### src/rtl/wb_commit_if.sv
// Writeback-side signal bundle: MEM/WB register outputs into the commit stage,
// plus the commit-trace valid/ready read port.
interface wb_commit_if;
  logic        wb_valid;
  logic        wb_adv;
  logic [31:0] wb_pc;
  logic [4:0]  wb_wd;
  logic        wb_wreg;
  logic [31:0] wb_wdata;
  logic        wb_whilo;
  logic [31:0] wb_hi;
  logic [31:0] wb_lo;
  logic [31:0] wb_except_type;

  // trace_valid/trace_ready: an entry transfers on any rising edge where both
  // are 1; head fields stay stable while trace_valid=1 and no transfer occurs.
  logic        trace_valid;
  logic        trace_ready;
  logic [31:0] trace_pc;
  logic [4:0]  trace_wd;
  logic [31:0] trace_wdata;
  logic        trace_we;

  modport master (
    output wb_valid, wb_adv, wb_pc, wb_wd, wb_wreg, wb_wdata,
           wb_whilo, wb_hi, wb_lo, wb_except_type, trace_ready,
    input  trace_valid, trace_pc, trace_wd, trace_wdata, trace_we
  );

  modport slave (
    input  wb_valid, wb_adv, wb_pc, wb_wd, wb_wreg, wb_wdata,
           wb_whilo, wb_hi, wb_lo, wb_except_type, trace_ready,
    output trace_valid, trace_pc, trace_wd, trace_wdata, trace_we
  );
endinterface

### src/rtl/wb_commit.sv
// Writeback/commit stage: GPR write port, bypassed HI/LO, retire counter and
// a commit-trace FIFO that back-pressures the pipeline when full.
module wb_commit #(
  parameter int DEPTH    = 8,
  parameter int TRACE_EN = 1
) (
  input  logic        clk,
  input  logic        rst,
  wb_commit_if.slave  bus,
  output logic        rf_we,
  output logic [4:0]  rf_waddr,
  output logic [31:0] rf_wdata,
  output logic [31:0] hi_o,
  output logic [31:0] lo_o,
  output logic [31:0] retired,
  output logic        stall_req,
  output logic        overflow
);
  localparam int AW = $clog2(DEPTH);
  localparam int CW = AW + 1;
  localparam int EW = 70;
  localparam logic TEN = (TRACE_EN != 0);

  logic          commit, ok, hilo_wr;
  logic          push, pop, full, do_push, drop, valid;
  logic [31:0]   hi_r, lo_r;
  logic [AW-1:0] wr_ptr, rd_ptr;
  logic [CW-1:0] count;
  logic [EW-1:0] mem [DEPTH];
  logic [EW-1:0] entry, head;

  assign commit  = bus.wb_valid & bus.wb_adv;
  assign ok      = commit & (bus.wb_except_type == 32'd0);
  assign hilo_wr = ok & bus.wb_whilo;

  // Gating on wb_adv keeps a stalled WB instruction from writing repeatedly.
  assign rf_we    = ok & bus.wb_wreg & (bus.wb_wd != 5'd0);
  assign rf_waddr = bus.wb_wd;
  assign rf_wdata = bus.wb_wdata;

  assign hi_o = hilo_wr ? bus.wb_hi : hi_r;
  assign lo_o = hilo_wr ? bus.wb_lo : lo_r;

  always_ff @(posedge clk) begin
    if (rst) begin
      hi_r    <= '0;
      lo_r    <= '0;
      retired <= '0;
    end else begin
      if (hilo_wr) begin
        hi_r <= bus.wb_hi;
        lo_r <= bus.wb_lo;
      end
      if (commit) retired <= retired + 32'd1;
    end
  end

  assign valid   = (count != '0);
  assign full    = (count == CW'(DEPTH));
  assign push    = commit & TEN;
  assign pop     = valid & bus.trace_ready;
  // When full, a push only lands if the head leaves in the same cycle.
  assign do_push = push & (~full | pop);
  assign drop    = push & full & ~pop;
  assign entry   = {bus.wb_pc, bus.wb_wd, bus.wb_wdata, rf_we};

  assign stall_req = TEN & bus.wb_valid & full & ~bus.trace_ready;

  always_ff @(posedge clk) begin
    if (!rst && do_push) mem[wr_ptr] <= entry;
  end

  always_ff @(posedge clk) begin
    if (rst) begin
      wr_ptr   <= '0;
      rd_ptr   <= '0;
      count    <= '0;
      overflow <= 1'b0;
    end else begin
      if (do_push) wr_ptr <= wr_ptr + AW'(1);
      if (pop)     rd_ptr <= rd_ptr + AW'(1);
      if (do_push && !pop)      count <= count + CW'(1);
      else if (!do_push && pop) count <= count - CW'(1);
      if (drop) overflow <= 1'b1;
    end
  end

  // Empty FIFO presents zeros rather than stale/uninitialised storage.
  assign head = valid ? mem[rd_ptr] : '0;

  assign bus.trace_valid = valid;
  assign bus.trace_pc    = head[69:38];
  assign bus.trace_wd    = head[37:33];
  assign bus.trace_wdata = head[32:1];
  assign bus.trace_we    = head[0];
endmodule

### src/flat_wrapper.sv
// flat-port wrapper written by rule: the top's interface ports become plain ports
module wb_commit_flat 
#(
  parameter int DEPTH    = 8,
  parameter int TRACE_EN = 1
)
  (clk, rst, rf_we, rf_waddr, rf_wdata, hi_o, lo_o, retired, stall_req, overflow, bus_wb_valid, bus_wb_adv, bus_wb_pc, bus_wb_wd, bus_wb_wreg, bus_wb_wdata, bus_wb_whilo, bus_wb_hi, bus_wb_lo, bus_wb_except_type, bus_trace_ready, bus_trace_valid, bus_trace_pc, bus_trace_wd, bus_trace_wdata, bus_trace_we);
  wb_commit_if bus_i ();
  input  logic clk;
  input  logic rst;
  output logic rf_we;
  output logic [4:0] rf_waddr;
  output logic [31:0] rf_wdata;
  output logic [31:0] hi_o;
  output logic [31:0] lo_o;
  output logic [31:0] retired;
  output logic stall_req;
  output logic overflow;
  input wire logic [$bits(bus_i.wb_valid)-1:0] bus_wb_valid;
  input wire logic [$bits(bus_i.wb_adv)-1:0] bus_wb_adv;
  input wire logic [$bits(bus_i.wb_pc)-1:0] bus_wb_pc;
  input wire logic [$bits(bus_i.wb_wd)-1:0] bus_wb_wd;
  input wire logic [$bits(bus_i.wb_wreg)-1:0] bus_wb_wreg;
  input wire logic [$bits(bus_i.wb_wdata)-1:0] bus_wb_wdata;
  input wire logic [$bits(bus_i.wb_whilo)-1:0] bus_wb_whilo;
  input wire logic [$bits(bus_i.wb_hi)-1:0] bus_wb_hi;
  input wire logic [$bits(bus_i.wb_lo)-1:0] bus_wb_lo;
  input wire logic [$bits(bus_i.wb_except_type)-1:0] bus_wb_except_type;
  input wire logic [$bits(bus_i.trace_ready)-1:0] bus_trace_ready;
  output wire logic [$bits(bus_i.trace_valid)-1:0] bus_trace_valid;
  output wire logic [$bits(bus_i.trace_pc)-1:0] bus_trace_pc;
  output wire logic [$bits(bus_i.trace_wd)-1:0] bus_trace_wd;
  output wire logic [$bits(bus_i.trace_wdata)-1:0] bus_trace_wdata;
  output wire logic [$bits(bus_i.trace_we)-1:0] bus_trace_we;
  assign bus_i.wb_valid = bus_wb_valid;
  assign bus_i.wb_adv = bus_wb_adv;
  assign bus_i.wb_pc = bus_wb_pc;
  assign bus_i.wb_wd = bus_wb_wd;
  assign bus_i.wb_wreg = bus_wb_wreg;
  assign bus_i.wb_wdata = bus_wb_wdata;
  assign bus_i.wb_whilo = bus_wb_whilo;
  assign bus_i.wb_hi = bus_wb_hi;
  assign bus_i.wb_lo = bus_wb_lo;
  assign bus_i.wb_except_type = bus_wb_except_type;
  assign bus_i.trace_ready = bus_trace_ready;
  assign bus_trace_valid = bus_i.trace_valid;
  assign bus_trace_pc = bus_i.trace_pc;
  assign bus_trace_wd = bus_i.trace_wd;
  assign bus_trace_wdata = bus_i.trace_wdata;
  assign bus_trace_we = bus_i.trace_we;
  wb_commit #(.DEPTH(DEPTH), .TRACE_EN(TRACE_EN)) u_core (.clk(clk), .rst(rst), .bus(bus_i), .rf_we(rf_we), .rf_waddr(rf_waddr), .rf_wdata(rf_wdata), .hi_o(hi_o), .lo_o(lo_o), .retired(retired), .stall_req(stall_req), .overflow(overflow));
endmodule
### config.mk
export PLATFORM = sky130hd
export DESIGN_NAME = wb_commit_flat
export DESIGN_NICKNAME = d
export VERILOG_FILES = /design/src/rtl/wb_commit_if.sv /design/src/rtl/wb_commit.sv /design/src/flat_wrapper.sv
export SDC_FILE = /design/constraint.sdc
export NUM_CORES = 1
export LEC_CHECK = 0
export CAP_MARGIN = 20
export CORE_MARGIN = 2
export CORE_UTILIZATION = 50
export CTS_BUF_LIST = sky130_fd_sc_hd__clkbuf_16
export DETAILED_ROUTE_END_ITERATION = 8
export PLACE_DENSITY_LB_ADDON = 0.08
export REMOVE_ABC_BUFFERS = 1
export SLEW_MARGIN = 20
export SYNTH_ARGS = -nofsm -noshare
export SYNTH_HDL_FRONTEND = slang
export SYNTH_SLANG_ARGS = --single-unit
### constraint.sdc
create_clock -name clk -period 18.3 [get_ports clk]
set_input_delay 3.66 -clock clk [delete_from_list [all_inputs] [get_ports clk]]
set_output_delay 3.66 -clock clk [all_outputs]
set_load 0.05 [all_outputs]
==> results.py, run 1 <==
metrics = {
    "die": {
        "ios": 379,
        "start_util": 0.506,
        "core-area_mm2": 0.0527,
        "die_y_um": 235,
        "dieWidth_um": 235,
        "fp.dieArea_mm2": 0.0552,
        "rows": 84,
    },
    "clock_tree": {
        "clk_pin_slew_worst_paths_ps": 60,
        "clock_path_buffers": 3,
        "clock-sinks": 670,
        "postCtsSetupBuffers": 0,
        "cts-root-buf": "clkbuf_16",
        "cts_buffers": 70,
        "ctsHoldBuffers": 0,
        "cts_htree_levels": 3,
        "tritoncts": "built",
        "clock_latency_ps": 600,
        "cts-resized-gates": 0,
    },
    "synthesis": {
        "synth_cell_types": 41,
        "synth_top_area_cell": "edfxtp_1",
        "syn_area_per_cell_um2": 17.0,
        "synthCells": 1568,
        "synth.most_common_cell": "edfxtp_1",
        "synth_area_leaders": "edfxtp_1 63%, mux4_2 12%, dfxtp_1 8.3%",
        "synth-edff-count": 560,
        "syn-cell-area_mm2": 0.0266,
        "synth_top_area_share": 0.631,
        "yosysWarnings": 0,
        "synthFlopType": "edfxtp_1",
        "ys_ff_latch": 670,
        "synthTopCellsByCount": "560 x edfxtp_1, 140 x mux4_2, 110 x dfxtp_1",
        "async_flop_share": 0,
        "seq_area_frac_synth": 0.714,
    },
    "job": {
        "drv_cap": 0,
    },
    "layout": {
        "fill_cells": 3818,
        "fin_nets": 2077,
        "register_area_mm2": 0.0190,
        "drive_gt1_frac": 0.143,
        "area_growth_syn_to_layout_pct": 23.6,
        "diodes": 0,
        "multi_input_area_mm2": 0.00692,
        "final_cells": 2635,
        "fin_util": 0.625,
    },
    "routing": {
        "vias": 15300,
        "drtIter0Drc": 1103,
        "firstDrtPassIters": 4,
        "ant_nets": 0,
        "routedWlPerCell_um": 23.1,
        "wirelength_um": 60900,
        "via_per_inst": 5.82,
        "drcViolationCount": 0,
    },
    "grt": {
        "grt.busiest_layer": "met2",
        "grt_pass1_vias": 15800,
        "antenna_found_initial": 3,
        "grt-ovfl-total": 0,
        "grt_use_met3": 0.0450,
        "use_met1": 0.287,
        "grt_pass1_wl_um": 93100,
        "grt_max_degree": 90,
        "use_met2": 0.374,
        "grtUsageTotal": 0.219,
    },
    "critical_path": {
        "cp_cell_sequence": "clkdlybuf4s50_1 > and2_1 > nand3_2 > buf_4 > nor4_1 > buf_4 > clkdlybuf4s50_1",
        "r2r-end": "u_core.mem[6][55]$_DFFE_PP_",
        "cp_num_cells": 7,
        "end_kind": "output pin",
        "critPathTopFamily": "buffers and inverters",
        "r2r-start": "u_core.count[0]$_SDFFE_PP0P_",
        "slowest_stage": "clkdlybuf4s50_1",
        "path_class": "input port to output pin",
        "startpoint_type": "input port",
        "cp-endpoint": "rf_we",
        "ff2ff_setup_slack_ps": 15110,
        "max_stage_delay_ps": 880,
        "r2r_cells": 8,
        "startpoint": "bus_wb_valid",
        "arrival_ps": 6690,
        "worst-path-max-fanout": 65,
        "worstPathRequired_ps": 14640,
        "critPathBufInv": 4,
    },
    "pwr": {
        "combPwrFrac": 0.270,
        "switching_share": 0.310,
        "clockPowerShare": 0.318,
        "seqPwrFrac": 0.411,
        "powerDensity_mw_per_mm2": 125,
        "max-vdd-ir-drop_uv": 98.8,
        "switchingPower_mw": 1.28,
        "internal-power_mw": 2.84,
        "power_mw": 4.12,
        "p_leak_nw": 10.6,
    },
    "timing": {
        "relSlewSlack": 0.276,
        "slew_viol_final": 0,
        "max_freq_mhz": 96.6,
        "period_share": 0.566,
        "fin_setup_tns_ps": 0,
        "finalHoldViolCount": 0,
        "clock_skew_ps": 14.8,
        "final.min_clock_period_ps": 10350,
        "setup_violations": 0,
        "rsz0062_at_grt": "false",
        "tightestPinTransition_ps": 1090,
    },
    "status": {
        "status": "completed",
    },
    "placement": {
        "routabilityCongestion": 0.818,
        "dp_cells": 2514,
        "port_buffers": 378,
        "dp_hpwl_um": 34600,
    },
    "hold_path": {
        "hp-class": "flip-flop to flip-flop",
        "hold_depth": 2,
    },
}
-- area by class of cell --
class / count / share of cell area
inverter: 9 / 0.00103
multi-input combinational: 742 / 0.210
sequential: 670 / 0.578
clock buffer: 71 / 0.0540
clock inverter: 50 / 0.00996
tap: 688 / 0.0261
timing repair buffer: 405 / 0.121
-- worst min-delay path by stage --
stage	from	end	slack (ps)
after floorplan	u_core.hi_r[0]$_SDFF_PP0_	u_core.hi_r[0]$_SDFF_PP0_	450
after global placement	u_core.rd_ptr[1]$_SDFFE_PP0N_	flip-flop	450
after detailed placement	u_core.overflow$_SDFFE_PP0P_	u_core.overflow$_SDFFE_PP0P_	470
after CTS	u_core.lo_r[17]$_SDFF_PP0_	u_core.lo_r[17]$_SDFF_PP0_	480
after global routing	u_core.lo_r[17]$_SDFF_PP0_	u_core.lo_r[17]$_SDFF_PP0_	500
final	u_core.overflow$_SDFFE_PP0P_	u_core.overflow$_SDFFE_PP0P_	480
-- layer usage --
| layer | vias up | routed length [µm] | share of wire |
|---|---|---|---|
| met5 | - | 38 | 0.00062 |
| met4 | 6 | 1470 | 0.024 |
| met3 | 112 | 2720 | 0.045 |
| met2 | 375 | 31100 | 0.51 |
| met1 | 7961 | 25500 | 0.42 |
| li1 | 6892 | - | - |
-- layout by cell type (no fill, tap or decap), types with 10 or more instances in the layout --
master and count:
nand3_1 11, clkinv_1 13, mux4_2 140, nor2_1 95, a21oi_1 92, clkdlybuf4s50_1 377, nand4_1 74, inv_1 29
mux2i_1 73, buf_4 28, edfxtp_1 560, or4_1 16, o31ai_1 77, nand2_1 79, clkbuf_16 71, o21ai_0 10
dfxtp_1 107
-- through the flow --
step | cell area [µm²] | worst slack, ps | hold WS (ps)
after global routing | 32900 | 7740 | 495
after global placement | 30800 | 7720 | 453
after detailed placement | 30800 | 7980 | 467
after CTS | 32900 | 7970 | 477
final | 32900 | 7950 | 477
after floorplan | 25900 | 6280 | 447
-- tightest hold or removal path: cells and delay by family (launching register included) --
family	cells	cell delay, ps
compound gates	1	40
flops	1	320
simple gates	1	80
-- power by group through the flow --
| stage | clock network, mW | logic [mW] | registers, mW |
|---|---|---|---|
| after floorplan | 0 | 0.732 | 1.78 |
| after global placement | 0 | 1.12 | 1.73 |
| after detailed placement | 0 | 1.13 | 1.73 |
| after CTS | 1.34 | 1.14 | 1.70 |
| after global routing | 1.40 | 1.18 | 1.70 |
| final | 1.31 | 1.11 | 1.70 |
-- state kept, by name (all words and copies together), names as in the netlist, named ones only --
register and count:
u_core.hi_r 32, u_core.count 4, u_core.overflow 1, u_core.rd_ptr 3
u_core.retired 32, u_core.mem 560, u_core.wr_ptr 3, u_core.lo_r 32
-- logic make-up (layout without fill, tap and decap cells) --
logic type               count (synthesis)  count (layout)  share of synthesized area
AO/OA/AOI/OAI                          181             181                     0.0415
XOR/XNOR                                14              14                    0.00460
buffers and inverters                  156             535                     0.0293
adder cells (fa/ha/maj)                  7               7                    0.00357
flip-flops                             670             670                      0.714
AND/OR/NAND/NOR                        326             326                     0.0611
multiplexers                           214             214                      0.146
(Power assumes the default switching activity.)
==> run 2, diff against run 1 <==
clock period = 10.7 ns   (was 18.3 ns; I/O delays follow)
==> run 2 against run 1 <==
Sequential power up 71%; critical path depth unchanged; power up 71%; design area about the same; non-clock buffer count unchanged; core utilization about the same; clock power up 72%; clock skew up 4.0 ps; hold slack about the same.
==> results.py, run 2 (synthesized netlist as in run 1, its figures left out) <==
metrics = {
    "status": {
        "status": "completed",
    },
    "critical_path": {
        "end_kind": "output pin",
        "critPathTopFamily": "buffers and inverters",
        "arrival_ps": 5830,
        "worstPathRequired_ps": 8560,
        "max_stage_delay_ps": 860,
        "critPathBufInv": 4,
        "path_class": "input port to output pin",
        "cp_cell_sequence": "clkdlybuf4s50_1 > and2_1 > nand3_2 > buf_4 > nor4_1 > buf_4 > clkdlybuf4s50_1",
        "worst-path-max-fanout": 38,
        "startpoint_type": "input port",
        "slowest_stage": "clkdlybuf4s50_1",
    },
    "pwr": {
        "clockPowerShare": 0.319,
        "power_mw": 7.06,
        "powerDensity_mw_per_mm2": 214,
        "max-vdd-ir-drop_uv": 192,
        "combPwrFrac": 0.270,
        "seqPwrFrac": 0.411,
        "switching_share": 0.308,
        "switchingPower_mw": 2.17,
        "p_leak_nw": 10.6,
        "internal-power_mw": 4.89,
    },
    "routing": {
        "drtIter0Drc": 1058,
        "wirelength_um": 60500,
        "routedWlPerCell_um": 23.0,
        "vias": 15200,
        "drcViolationCount": 0,
        "firstDrtPassIters": 5,
        "via_per_inst": 5.79,
        "ant_nets": 0,
    },
    "grt": {
        "grt_max_degree": 92,
        "antenna_found_initial": 4,
        "grtUsageTotal": 0.218,
        "use_met2": 0.365,
        "grt.busiest_layer": "met2",
        "grt_pass1_wl_um": 92800,
        "grt-ovfl-total": 0,
        "grt_pass1_vias": 15700,
        "use_met1": 0.288,
        "grt_use_met3": 0.0396,
    },
    "placement": {
        "port_buffers": 378,
        "dp_cells": 2514,
        "routabilityCongestion": 0.784,
        "dp_hpwl_um": 34400,
    },
    "clock_tree": {
        "cts_buffers": 69,
        "cts_htree_levels": 3,
        "cts-resized-gates": 0,
        "ctsHoldBuffers": 0,
        "clock_latency_ps": 600,
        "cts-root-buf": "clkbuf_16",
        "tritoncts": "built",
        "clock-sinks": 670,
        "clk_pin_slew_worst_paths_ps": 60,
        "postCtsSetupBuffers": 0,
        "clock_path_buffers": 3,
    },
    "timing": {
        "max_freq_mhz": 125,
        "rsz0062_at_grt": "false",
        "fin_setup_tns_ps": 0,
        "tightestPinTransition_ps": 1040,
        "period_share": 0.745,
        "slew_viol_final": 0,
        "finalHoldViolCount": 0,
        "setup_violations": 0,
        "hold_ws_ps": 477,
        "final.min_clock_period_ps": 7970,
        "relSlewSlack": 0.304,
        "clock_skew_ps": 18.9,
    },
    "die": {
        "rows": 84,
        "core-area_mm2": 0.0527,
        "ios": 379,
        "die_y_um": 235,
        "start_util": 0.506,
        "fp.dieArea_mm2": 0.0552,
        "dieWidth_um": 235,
    },
    "layout": {
        "register_area_mm2": 0.0190,
        "mostFrequentLayoutCells": "560 x edfxtp_1, 377 x clkdlybuf4s50_1, 140 x mux4_2, 107 x dfxtp_1, 95 x nor2_1",
        "drive_gt1_frac": 0.143,
        "layout_commonest_cell": "edfxtp_1",
        "fin_util": 0.626,
        "fill_cells": 3850,
        "area_growth_syn_to_layout_pct": 23.6,
        "fin_nets": 2076,
        "final_cells": 2633,
        "regMostFlops": "u_core.mem",
        "multi_input_area_mm2": 0.00692,
        "largest_reg_flops": 560,
    },
    "hold_path": {
        "hp-class": "flip-flop to flip-flop",
    },
    "job": {
        "drv_cap": 0,
    },
}
## run 2: cell count changes in the layout (fill, tap and decap cells not counted)
cell        delta
clkinvlp_4     +2
clkinvlp_2     -1
diode_2        +2
clkbuf_16      +2
clkinv_4       +1
inv_6          -5
inv_1          -3
## run 2: final timing paths
path,start,to,slack (ps),depth (start not counted)
min reg2reg,u_core.hi_r[19]$_SDFF_PP0_,u_core.hi_r[19]$_SDFF_PP0_,480,2
max reg2reg,u_core.count[0]$_SDFFE_PP0P_,u_core.mem[5][19]$_DFFE_PP_,7500,7
min,u_core.hi_r[19]$_SDFF_PP0_,u_core.hi_r[19]$_SDFF_PP0_,480,2
max,bus_wb_valid,rf_we,2730,7
## run 2: cell type report
| cell class | count | share of cell area |
|---|---|---|
| clock inverters | 44 | 0.00885 |
| clock buffers | 73 | 0.0554 |
| repair buffers | 405 | 0.121 |
| well taps | 688 | 0.0261 |
| inverters | 9 | 0.00103 |
| multi-input cells | 742 | 0.210 |
| diodes | 2 | 0.000152 |
| flip-flops and latches | 670 | 0.578 |
## run 2: power groups by stage
| stage | registers [mW] | clock network, mW | logic [mW] |
|---|---|---|---|
| after CTS | 2.90 | 2.31 | 1.94 |
| final | 2.90 | 2.25 | 1.90 |
| after floorplan | 3.04 | 0 | 1.25 |
| after global routing | 2.91 | 2.41 | 2.01 |
| after detailed placement | 2.96 | 0 | 1.93 |
| after global placement | 2.96 | 0 | 1.92 |
## run 2: worst register-to-register path, cell delays in order (launching register included)
cell,delay (ps)
dfxtp_1,450
nor3_1,130
and2_1,160
nand2b_1,270
clkinv_1,210
nand2_1,220
nor2_4,440
buf_4,850
## run 2: per-layer routing
| metal | wire length, µm | part of all wire | up-vias |
|---|---|---|---|
| li1 | - | - | 6890 |
| met1 | 25600 | 0.42 | 7883 |
| met2 | 30400 | 0.50 | 361 |
| met3 | 2400 | 0.040 | 111 |
| met4 | 1950 | 0.032 | 4 |
| met5 | 27 | 0.00045 | - |
## run 2: through the flow
stage	instance area, µm²	setup slack [ps]
floorplan	25900	201
global placement	30800	2810
detailed placement	30800	2750
CTS	32900	2740
global route	32900	2530
finish	32900	2730
